$ cat src/rtl/axi_seq_pkg.sv
// Shared types for the AXI4-Lite write/readback sequencer.
// Holds the FSM state enum, response codes, pattern tag and helpers.
package axi_seq_pkg;

    typedef enum logic [2:0] {
        IDLE,
        WR_REQ,
        WR_RESP,
        RD_REQ,
        RD_RESP,
        DONE
    } seq_state_e;

    localparam logic [1:0] RESP_OKAY   = 2'b00;
    localparam logic [1:0] RESP_SLVERR = 2'b10;
    localparam logic [7:0] PATTERN_TAG = 8'hA5;

    // Word i carries {tag, i, low 16 bits of ~i}.
    function automatic logic [31:0] pattern_word(input logic [7:0] idx);
        logic [15:0] wide;
        wide = {8'h00, idx};
        return {PATTERN_TAG, idx, ~wide};
    endfunction

    function automatic logic [7:0] sat_inc8(input logic [7:0] v);
        return (v == 8'hFF) ? v : v + 8'd1;
    endfunction

endpackage

$ cat src/rtl/axi_write_readback_seq.sv
// AXI4-Lite master: writes a pattern to NUM_WORDS words, reading each back.
// Ports: ACLK/ARESETn, start, AXI4-Lite master channels, busy/done/err_count/last_rdata/word_idx.
module axi_write_readback_seq
    import axi_seq_pkg::*;
#(
    parameter int                   ADDR_SIZE = 24,
    parameter int                   DATA_SIZE = 32,
    parameter int                   NUM_WORDS = 16,
    parameter logic [ADDR_SIZE-1:0] BASE_ADDR = '0
) (
    input  logic                 ACLK,
    input  logic                 ARESETn,
    input  logic                 start,
    output logic [ADDR_SIZE-1:0] awaddr,
    output logic                 awvalid,
    input  logic                 awready,
    output logic [DATA_SIZE-1:0] wdata,
    output logic [3:0]           wstrb,
    output logic                 wvalid,
    input  logic                 wready,
    input  logic [1:0]           bresp,
    input  logic                 bvalid,
    output logic                 bready,
    output logic [ADDR_SIZE-1:0] araddr,
    output logic                 arvalid,
    input  logic                 arready,
    input  logic [DATA_SIZE-1:0] rdata,
    input  logic [1:0]           rresp,
    input  logic                 rvalid,
    output logic                 rready,
    output logic                 busy,
    output logic                 done,
    output logic [7:0]           err_count,
    output logic [DATA_SIZE-1:0] last_rdata,
    output logic [7:0]           word_idx
);

    localparam logic [7:0] LAST_IDX = 8'(NUM_WORDS - 1);

    seq_state_e state, state_nxt;

    logic                 aw_done, w_done;
    logic                 aw_hs, w_hs;
    logic                 run_go;
    logic                 b_err, r_err;
    logic [ADDR_SIZE-1:0] cur_addr;
    logic [DATA_SIZE-1:0] cur_data;

    assign cur_addr = BASE_ADDR + ADDR_SIZE'({word_idx, 2'b00});
    assign cur_data = DATA_SIZE'(pattern_word(word_idx));

    // Each write channel retires on its own; the flags remember it.
    assign aw_hs  = (state == WR_REQ) && !aw_done && awready;
    assign w_hs   = (state == WR_REQ) && !w_done && wready;
    assign run_go = ((state == IDLE) || (state == DONE)) && start;
    assign b_err  = (state == WR_RESP) && bvalid && (bresp != RESP_OKAY);
    assign r_err  = (state == RD_RESP) && rvalid &&
                    ((rdata != cur_data) || (rresp != RESP_OKAY));

    always_ff @(posedge ACLK or negedge ARESETn) begin
        if (!ARESETn) state <= IDLE;
        else          state <= state_nxt;
    end

    always_comb begin
        state_nxt = state;
        awvalid   = 1'b0;
        wvalid    = 1'b0;
        bready    = 1'b0;
        arvalid   = 1'b0;
        rready    = 1'b0;
        busy      = 1'b1;
        done      = 1'b0;
        unique case (state)
            IDLE: begin
                busy = 1'b0;
                if (start) state_nxt = WR_REQ;
            end
            WR_REQ: begin
                awvalid = !aw_done;
                wvalid  = !w_done;
                if ((aw_done || aw_hs) && (w_done || w_hs))
                    state_nxt = WR_RESP;
            end
            WR_RESP: begin
                bready = 1'b1;
                if (bvalid) state_nxt = RD_REQ;
            end
            RD_REQ: begin
                arvalid = 1'b1;
                if (arready) state_nxt = RD_RESP;
            end
            RD_RESP: begin
                rready = 1'b1;
                if (rvalid)
                    state_nxt = (word_idx == LAST_IDX) ? DONE : WR_REQ;
            end
            DONE: begin
                busy = 1'b0;
                done = 1'b1;
                if (start) state_nxt = WR_REQ;
            end
            default: state_nxt = IDLE;
        endcase
    end

    // Payloads read as zero whenever their valid is low.
    assign awaddr = awvalid ? cur_addr : '0;
    assign araddr = arvalid ? cur_addr : '0;
    assign wdata  = wvalid ? cur_data : '0;
    assign wstrb  = wvalid ? 4'hF : 4'h0;

    always_ff @(posedge ACLK or negedge ARESETn) begin
        if (!ARESETn) begin
            aw_done    <= 1'b0;
            w_done     <= 1'b0;
            word_idx   <= '0;
            err_count  <= '0;
            last_rdata <= '0;
        end else begin
            if (state == WR_REQ) begin
                if (aw_hs) aw_done <= 1'b1;
                if (w_hs)  w_done  <= 1'b1;
            end else begin
                aw_done <= 1'b0;
                w_done  <= 1'b0;
            end

            if (run_go)              err_count <= '0;
            else if (b_err || r_err) err_count <= sat_inc8(err_count);

            if (run_go) begin
                word_idx <= '0;
            end else if ((state == RD_RESP) && rvalid) begin
                word_idx   <= word_idx + 8'd1;
                last_rdata <= rdata;
            end
        end
    end

endmodule

$ cat config.mk
export PLATFORM = sky130hd
export DESIGN_NAME = axi_write_readback_seq
export DESIGN_NICKNAME = d
export VERILOG_FILES = /design/src/rtl/axi_seq_pkg.sv /design/src/rtl/axi_write_readback_seq.sv
export SDC_FILE = /design/constraint.sdc
export NUM_CORES = 1
export LEC_CHECK = 0
export BUFFER_PORTS_ARGS = -buffer_cell sky130_fd_sc_hd__buf_2
export CORE_UTILIZATION = 45
export CTS_CLUSTER_DIAMETER = 40
export DETAILED_ROUTE_END_ITERATION = 16
export PLACE_DENSITY = 0.77
export SLEW_MARGIN = 20
export SYNTH_ARGS = -nofsm -noshare
export SYNTH_HDL_FRONTEND = slang
export SYNTH_SLANG_ARGS = --single-unit
$ cat constraint.sdc
create_clock -name ACLK -period 2 [get_ports ACLK]
set_input_delay 0.1 -clock ACLK [delete_from_list [all_inputs] [get_ports ACLK]]
set_output_delay 0.1 -clock ACLK [all_outputs]
set_load 0.02 [all_outputs]
# After elaboration in Yosys (flattened, before gate mapping)
# Index checks and enable logic that the tools add are counted.
[word_totals]
regBits = 53
in_bits = 44
wordCells = 79
[classes]
addsub = 2
n_eq_ne = 16
mux = 27
n_bitwise = 2
reduce_logical = 26
[op_table]
columns = ["cell", "n"]
rows = [
  ["$mux 8", 5],
  ["$mux 32", 1],
  ["$ne 32x32->1", 1],
  ["$mux 10", 2],
  ["$mux 3", 6],
  ["$add 8x1->8 const B", 2],
  ["$not 8->16", 1],
  ["$pmux 3 s5", 1],
  ["$ne 2x2->1 const B", 6],
  ["$mux 1", 11],
  ["$logic_and 1x1->1", 10],
  ["$eq 8x4->1 const B", 1],
  ["$eq 8x8->1 const B", 1],
  ["$reduce_bool 2->1", 4],
  ["$eq 3x2->1 const B", 2],
  ["$eq 3x3->1 const B", 2],
  ["$logic_or 1x1->1", 5],
  ["$reduce_and 5->1", 1],
  ["$mux 4", 1],
  ["$ne 2x1->1 const B", 2],
  ["$reduce_and 2->1", 2],
  ["$eq 3x1->1 const B", 1],
  ["$logic_not 3->1", 1],
  ["$logic_not 1->1", 2],
  ["other kinds (2)", 2],
]

# Depth between registers and ports, before layout
# Gate-level depths: netlist of run 1.
[depth]
ltp_word = 7
depth_mapped = 9

# Least setup slack after synthesis of run 1
# No wires, ideal clock.
[synth_path]
path_type = "register -> output"
from = "reg state[0]"
to = "out wdata[16]"
arrival_time_ns = 1.936
required_time_ns = 1.900
setup_slack_ns = -0.036
stages_incl_launch_ff = 7
path_buffers = 2
path_cell_list = "dfrtp_1 buf_2 nand2_1 or2_2 clkbuf_1 inv_1 and2_1"
[synth_via]
elab_chain_cells = 3
[synth_lines]
columns = ["element", "line_no", "text"]
rows = [
  ["from (decl)", "axi_write_readback_seq.sv:40", "seq_state_e state, state_nxt;"],
  ["from (signal assigned)", "axi_write_readback_seq.sv:62", "else state <= state_nxt;"],
  ["$eq 3x1->1", "axi_write_readback_seq.sv:74", "unique case (state)"],
  ["$mux 1", "axi_write_readback_seq.sv:74", ""],
  ["via wvalid", "axi_write_readback_seq.sv:19", "output logic wvalid,"],
  ["$mux 32", "axi_write_readback_seq.sv:110", "assign wdata = wvalid ? cur_data : '0;"],
  ["to (decl)", "axi_write_readback_seq.sv:17", "output logic [DATA_SIZE-1:0] wdata,"],
]
# The timed path passes the listed nets, and every way through them passes these cells.

# Worst setup path after layout of run 1
[layout_path]
from = "reg err_count[1]"
to = "reg err_count[3]"
[layout_via]
elab_chain_cells = 4
elab_cells_between_ends = 7
[layout_lines]
columns = ["element", "line_no", "text"]
rows = [
  ["from (decl)", "axi_write_readback_seq.sv:33", "output logic [7:0] err_count,"],
  ["from (signal assigned)", "axi_write_readback_seq.sv:130", "else if (b_err || r_err) err_count <= sat_inc8(err_count);"],
  ["$add 8x1->8", "axi_seq_pkg.sv:26", "return (v == 8'hFF) ? v : v + 8'd1;"],
  ["$mux 8", "axi_seq_pkg.sv:26", ""],
  ["$mux 8", "axi_write_readback_seq.sv:130", ""],
  ["$mux 8", "axi_write_readback_seq.sv:129", "if (run_go) err_count <= '0;"],
]
# Several ways; a longest one is shown, not always the timed one. The select of a mux whose other input is x is not followed.
# A chain may end at the register's enable or synchronous reset.

==> flow_summary.yaml, run 1 <==
status:
  status: "finished, violations left"
  violations: "negative hold slack"
logic_synthesis:
  syn_inst: 393
  dominantRegCellSynth: "dfrtp_1"
  async_flop_share: 1.000
  synth_area_per_cell_sq_um: 8.274
  syn-cell-area_sq_mm: 0.003252
  yosysWarnings: 0
  ys_types: 47
  ys_seq_area_frac: 0.4078
  synth_top_area_cell: "dfrtp_1"
  synth_top_area_frac: 0.4078
  synth.area.top_cells: "dfrtp_1 (41%), nand2_1 (13%), buf_4 (12%)"
  ys_seq_elements: 53
  synth_edf_count: 0
detailed_routing:
  dr.pass1.iters: 4
  routed_wl_mm: 8.827
  vias: 3109
  viasPerCell: 4.813
  drt-initial-drc-count: 178
  drc: 0
  avgRoutedWirePerCell_microns: 13.66
  drtAntennaViolNets: 0
critical_path:
  start_kind: "flip-flop"
  worst_path_max_delay_cell: "dfrtp_1"
  end_kind: "flip-flop"
  path_cells: "ha_1 -> and3_1 -> and4_4 -> a22oi_2 -> o21ai_2 -> buf_6 -> or3_1 -> a21oi_1"
  cp_max_fo: 6
  worst_r2r_path_depth: 8
  critPathKind: "flip-flop to flip-flop"
  cpPeakStageDelay_ns: 0.41
  arrival_ns: 2.16
  cp.required_ns: 2.23
sta:
  slew-limit-headroom: 0.4689
  tightest_slew_ns: 0.7967
  setup-violations-final: 0
  hold_violations: 1
  fin_skew_ns: 0.009849
  setup_tns_ns: 0
  timing.final.crit_period_ns: 1.925
  period_share: 0.9626
  fmax_mhz: 519.4
  hold-worst-slack_ns: -0.001749
  drv_slew: 0
  setup_slack_ns: 0.07471
clock_tree:
  clk-insertion-delay-late_ns: 0.31
  htreeDepth: 2
  clkSinkCount: 53
  numCtsBuffers: 5
  clkSlewWorstSetupHoldPaths_ns: 0.11
  max-clock-path-buffers: 2
  cts_tree: "yes"
  cts_root_buf: "clkbuf_8"
final_layout:
  area_growth_pct: 30.40
  final_common_cell: "buf_2"
  stdcell_count: 646
  fin_util: 0.6173
  fillCellCount: 604
  drive_gt1_frac: 0.3709
  antennaDiodeCount: 0
  final_cell_area_sq_mm: 0.004240
  nets: 595
  final_cell_mix: "buf_2 (144), nand2_1 (112), dfrtp_1 (52), conb_1 (36), and2_1 (26)"
floorplanning:
  die_y_microns: 87.01
  start_util: 0.4734
  row_count: 30
  io_pins: 183
  dieArea_sq_mm: 0.007571
  core_sq_mm: 0.006869
  die_x_microns: 87.01
placement:
  dp_cells: 620
  place_ws_ns: 0.03840
  numPortBuffers: 146
  placed_area_sq_mm: 0.003908
  hpwl_mm: 6.237
  gp_congestion: 0.8190
power:
  p_leak_nw: 2.389
  power.density_mw_per_mm2: 1223
  finalPower_mw: 5.187
  max-vdd-ir-drop_mv: 0.6253
grt:
  grt_max_degree: 36
  grt_pass1_wl_mm: 13.33
  grt_pass1_vias: 2801
  grt_usage: 0.2273
  antenna_found_initial: 0
  overflow: 0
hold_path:
  hp-class: "primary input to flip-flop"
  min_path_cells: 3
job:
  cap_violations: 0
## power breakdown
group	internal, mW	switching (mW)	total (mW)
combinational	0.978	1.95	2.93
clock	0.250	0.375	0.624
sequential	1.43	0.200	1.63
## metal layers
metal,up-vias,GRT usage,part of all wire
met5,-,0,0
met4,0,0.06818,0.018
met3,19,0.03602,0.056
met2,146,0.4180,0.52
met1,1449,0.2718,0.40
li1,1495,-,-
## cells in the mapped netlist (3+ instances only)
cell type	n
buf_6	5
buf_4	52
o21ai_1	4
or3_1	3
buf_2	4
clkbuf_1	11
mux2i_1	3
nor2_1	25
nand3b_1	9
dfrtp_1	53
and2_1	26
o21ai_0	8
and3_1	3
or3b_2	5
xor2_1	6
nand3_1	7
nand2_1	112
nand4_1	5
inv_1	7
a21oi_1	7
## worst max-delay path: cells and delay by family (launching register included)
kind                     cells  cell delay (ns)
AO/OA/AOI/OAI                3             0.41
adder cells (fa/ha/maj)      1             0.21
buffers and inverters        1             0.14
AND/OR/NAND/NOR              3             0.69
flip-flops                   1             0.41
## final cells by class
cell class	instances	area, sq um	share of cell area
inverter	7	30.03	0.007082
timing repair buffer	185	1080	0.2546
clock inverter	3	21.27	0.005016
multi-input combinational	296	1585	0.3739
sequential	53	1328	0.3131
tap	96	120.1	0.02833
timing repair inverter	1	7.507	0.001770
clock buffer	5	68.82	0.01623
## path summary, 6_finish.rpt
| path | start | end | slack (ns) |
|---|---|---|---|
| setup / recovery | err_count[1]$_DFFE_PN0P_ | err_count[3]$_DFFE_PN0P_ | 0.07 |
| hold / removal | rdata[4] | last_rdata[4]$_DFFE_PN0P_ | -0.002 |
| setup reg to reg | err_count[1]$_DFFE_PN0P_ | err_count[3]$_DFFE_PN0P_ | 0.07 |
| hold reg to reg | last_rdata[20]$_DFFE_PN0P_ | last_rdata[20]$_DFFE_PN0P_ | 0.48 |
| max in group asynchronous | ARESETn | last_rdata[17]$_DFFE_PN0P_ | 0.95 |
| min in group asynchronous | ARESETn | err_count[2]$_DFFE_PN0P_ | 0.41 |
## kinds of logic after synthesis
kind of cell	share of synthesized area
XOR/XNOR	0.01885
multiplexers	0.01270
AND/OR/NAND/NOR	0.3217
other	0.001153
AO/OA/AOI/OAI	0.06580
flip-flops	0.4078
buffers and inverters	0.1643
adder cells (fa/ha/maj)	0.007694
## flip-flops by register name (all words and copies together), names as in the netlist
signal / cells
word_idx: 8
aw_done: 1
w_done: 1
last_rdata: 32
state: 3
err_count: 8
## timing repair
action / in CTS / in global routing
resized for setup: 3 / 18
setup buffers: 1 / 1
hold buffers: 14 / 0
setup endpoints to repair: 33 / 18
cloned: 1 / 1
pin swaps: 0 / 10
endpoints found under the hold margin: 46 / 0
(Power assumes the default switching activity.)
==> run 2: changes to the inputs <==
ABC_AREA = 1   (was unset)
==> flow_summary.yaml, run 2 <==
logic_synthesis:
  ys_seq_area_frac: 0.4055
  yosysMostFrequentCell: "nand2_1"
  synth_top_area_frac: 0.4055
  yosysWarnings: 0
  ys_seq_elements: 53
  synth_edf_count: 0
  async_flop_share: 1.000
  ys_types: 32
  synth.area.top_cells: "dfrtp_1 (41%), nand2_1 (16%), buf_4 (12%)"
  synth_top_area_cell: "dfrtp_1"
  synthTopCellsByCount: "nand2_1 (140), buf_4 (54), dfrtp_1 (53), nor2_1 (53), inv_1 (34)"
  syn-cell-area_sq_mm: 0.003271
  dominantRegCellSynth: "dfrtp_1"
  synth_area_per_cell_sq_um: 7.268
  syn_inst: 450
critical_path:
  timing.critical_path.buf_inv: 3
  path_cells: "inv_2 -> nand3_1 -> nor2_2 -> inv_2 -> nor2_1 -> buf_2"
  r2r-end: "err_count[0]$_DFFE_PN0P_"
  critPathMostFrequentCell: "inv_2"
  crit_family: "simple AND/OR/NAND/NOR gates"
  end_kind: "output port"
  worstReg2RegStart: "err_count[0]$_DFFE_PN0P_"
  critPathKind: "flip-flop to output port"
  cp_max_fo: 16
  cpPeakStageDelay_ns: 0.45
  reg2reg_slack_ns: 0.22
  arrival_ns: 1.74
  setup.worst_path.start: "state[2]$_DFFE_PN0P_"
  start_kind: "flip-flop"
  worst_path_max_delay_cell: "dfrtp_1"
  cp.required_ns: 1.90
  worst_r2r_path_depth: 7
detailed_routing:
  dr.pass1.iters: 4
  drtAntennaViolNets: 0
  drt-initial-drc-count: 159
  viasPerCell: 4.645
  routed_wl_mm: 8.486
  vias: 3168
  avgRoutedWirePerCell_microns: 12.44
  drc: 0
sta:
  hold_violations: 0
  setup_tns_ns: 0
  tightest_slew_ns: 0.6839
  fin_skew_ns: 0.007051
  hold-worst-slack_ns: 0.002145
  slew-limit-headroom: 0.5441
  setup-violations-final: 0
  period_share: 0.9181
  fmax_mhz: 544.6
  drv_slew: 0
  timing.final.crit_period_ns: 1.836
  rsz0062_at_grt: "false"
final_layout:
  nets: 631
  largest_register_ff_count: 32
  fillCellCount: 677
  antennaDiodeCount: 0
  largest-register: "last_rdata"
  drive_gt1_frac: 0.3174
  top_regs: "last_rdata: 32 flops, err_count: 8 flops, word_idx: 8 flops"
  final_common_cell: "buf_2"
  final_cell_mix: "buf_2 (146), nand2_1 (140), dfrtp_1 (53), nor2_1 (52), conb_1 (36)"
  area_growth_pct: 23.41
floorplanning:
  start_util: 0.4736
  io_pins: 183
  die_y_microns: 87.26
  row_count: 30
  dieArea_sq_mm: 0.007613
  core_sq_mm: 0.006907
  die_x_microns: 87.26
placement:
  hpwl_mm: 6.441
  numPortBuffers: 146
  gp_congestion: 0.8183
grt:
  grt_pass1_vias: 2732
  grt_usage: 0.2194
  grt_pass1_wl_mm: 13.08
  antenna_found_initial: 0
  overflow: 0
  grt_max_degree: 54
power:
  power.density_mw_per_mm2: 1340
  max-vdd-ir-drop_mv: 0.8628
  p_leak_nw: 2.446
clock_tree:
  clkSinkCount: 53
  cts-resized-gates: 0
  max-clock-path-buffers: 2
  cts_root_buf: "clkbuf_8"
  clk-insertion-delay-late_ns: 0.31
  cts_tree: "yes"
  numCtsBuffers: 5
  clkSlewWorstSetupHoldPaths_ns: 0.10
  htreeDepth: 2
hold_path:
  hp-class: "primary input to flip-flop"
  hold_end: "last_rdata[24]$_DFFE_PN0P_"
  worstHoldStart: "rdata[24]"
  min_path_cells: 3
status:
  status: "complete, no violations"
job:
  cap_violations: 0
==> run 2: cell count changes in the layout (fill, tap and decap cells not counted), sizes merged, moves of 4 or more <==
cell / before / now
nand3: 7 / 24
and2: 26 / 0
buf: 171 / 149
nand3b: 9 / 1
o21ai: 14 / 26
nor2: 25 / 57
or3b: 7 / 0
o22ai: 0 / 4
inv: 7 / 49
dlygate4sd3: 14 / 6
nand2: 113 / 144
==> run 2: how the worst max path moves through the flow <==
stage | to | slack, ns | cells after the start
floorplan | wdata[16] | 0.04 | 6
global placement | err_count[2]$_DFFE_PN0P_ | 0.34 | 12
detailed placement | err_count[0]$_DFFE_PN0P_ | 0.26 | 7
CTS | wdata[4] | 0.16 | 6
global route | err_count[3]$_DFFE_PN0P_ | 0.006 | 12
finish | wdata[4] | 0.16 | 6
==> run 2: final cells by class <==
type	instances	area, sq um	area share
timing repair buffer	155	813.3	0.2015
sequential	53	1326	0.3286
tap	96	120.1	0.02976
inverter	48	185.2	0.04588
multi-input combinational	322	1454	0.3602
clock inverter	3	68.82	0.01705
clock buffer	5	68.82	0.01705
==> run 2: cell families after synthesis <==
kind of cell / share of synthesized area
buffers and inverters: 0.1909
DFF: 0.4055
xor gates and xnor gates: 0.01607
other: 0.001147
adders and majority gates: 0.007650
AOI/OAI and AO/OA: 0.07039
and+or+nand+nor: 0.3083
==> run 2: per-layer routing <==
metal / vias up / wire length (microns) / global-route usage
li1: 1584 / - / -
met1: 1453 / 3792 / 0.2950
met2: 124 / 4043 / 0.3729
met3: 7 / 577 / 0.03886
met4: 0 / 74 / 0.04173
met5: - / 0 / 0
==> run 2: metrics by stage <==
step / setup WS (ns) / power [mW] / std cells / util / cell area [sq um]
global placement: 0.3427 / 4.507 / 668 / 0.5558 / 3839
floorplan: 0.04410 / 3.867 / 485 / - / 3405
finish: 0.1638 / 5.411 / 682 / 0.5844 / 4036
CTS: 0.1599 / 5.448 / 682 / 0.5844 / 4036
global route: 0.006107 / 5.778 / 682 / 0.5844 / 4036
detailed placement: 0.2579 / 4.564 / 668 / 0.5558 / 3839
==> run 2: tightest hold or removal path: stages <==
cell and delay, ns:
buf_2 0.09, nand2_1 0.05, nand2_1 0.05
==> run 2: report_power, final <==
part | switching, mW | total, mW | internal [mW] | leakage [nW]
combinational | 2.00 | 2.86 | 0.857 | 1.68
clock | 0.376 | 0.880 | 0.504 | 0.0687
sequential | 0.229 | 1.67 | 1.44 | 0.694
==> run 2: what timing repair did <==
item,CTS,global route
hold endpoints to repair,58,0
buffers inserted,0,0
hold buffers,6,0
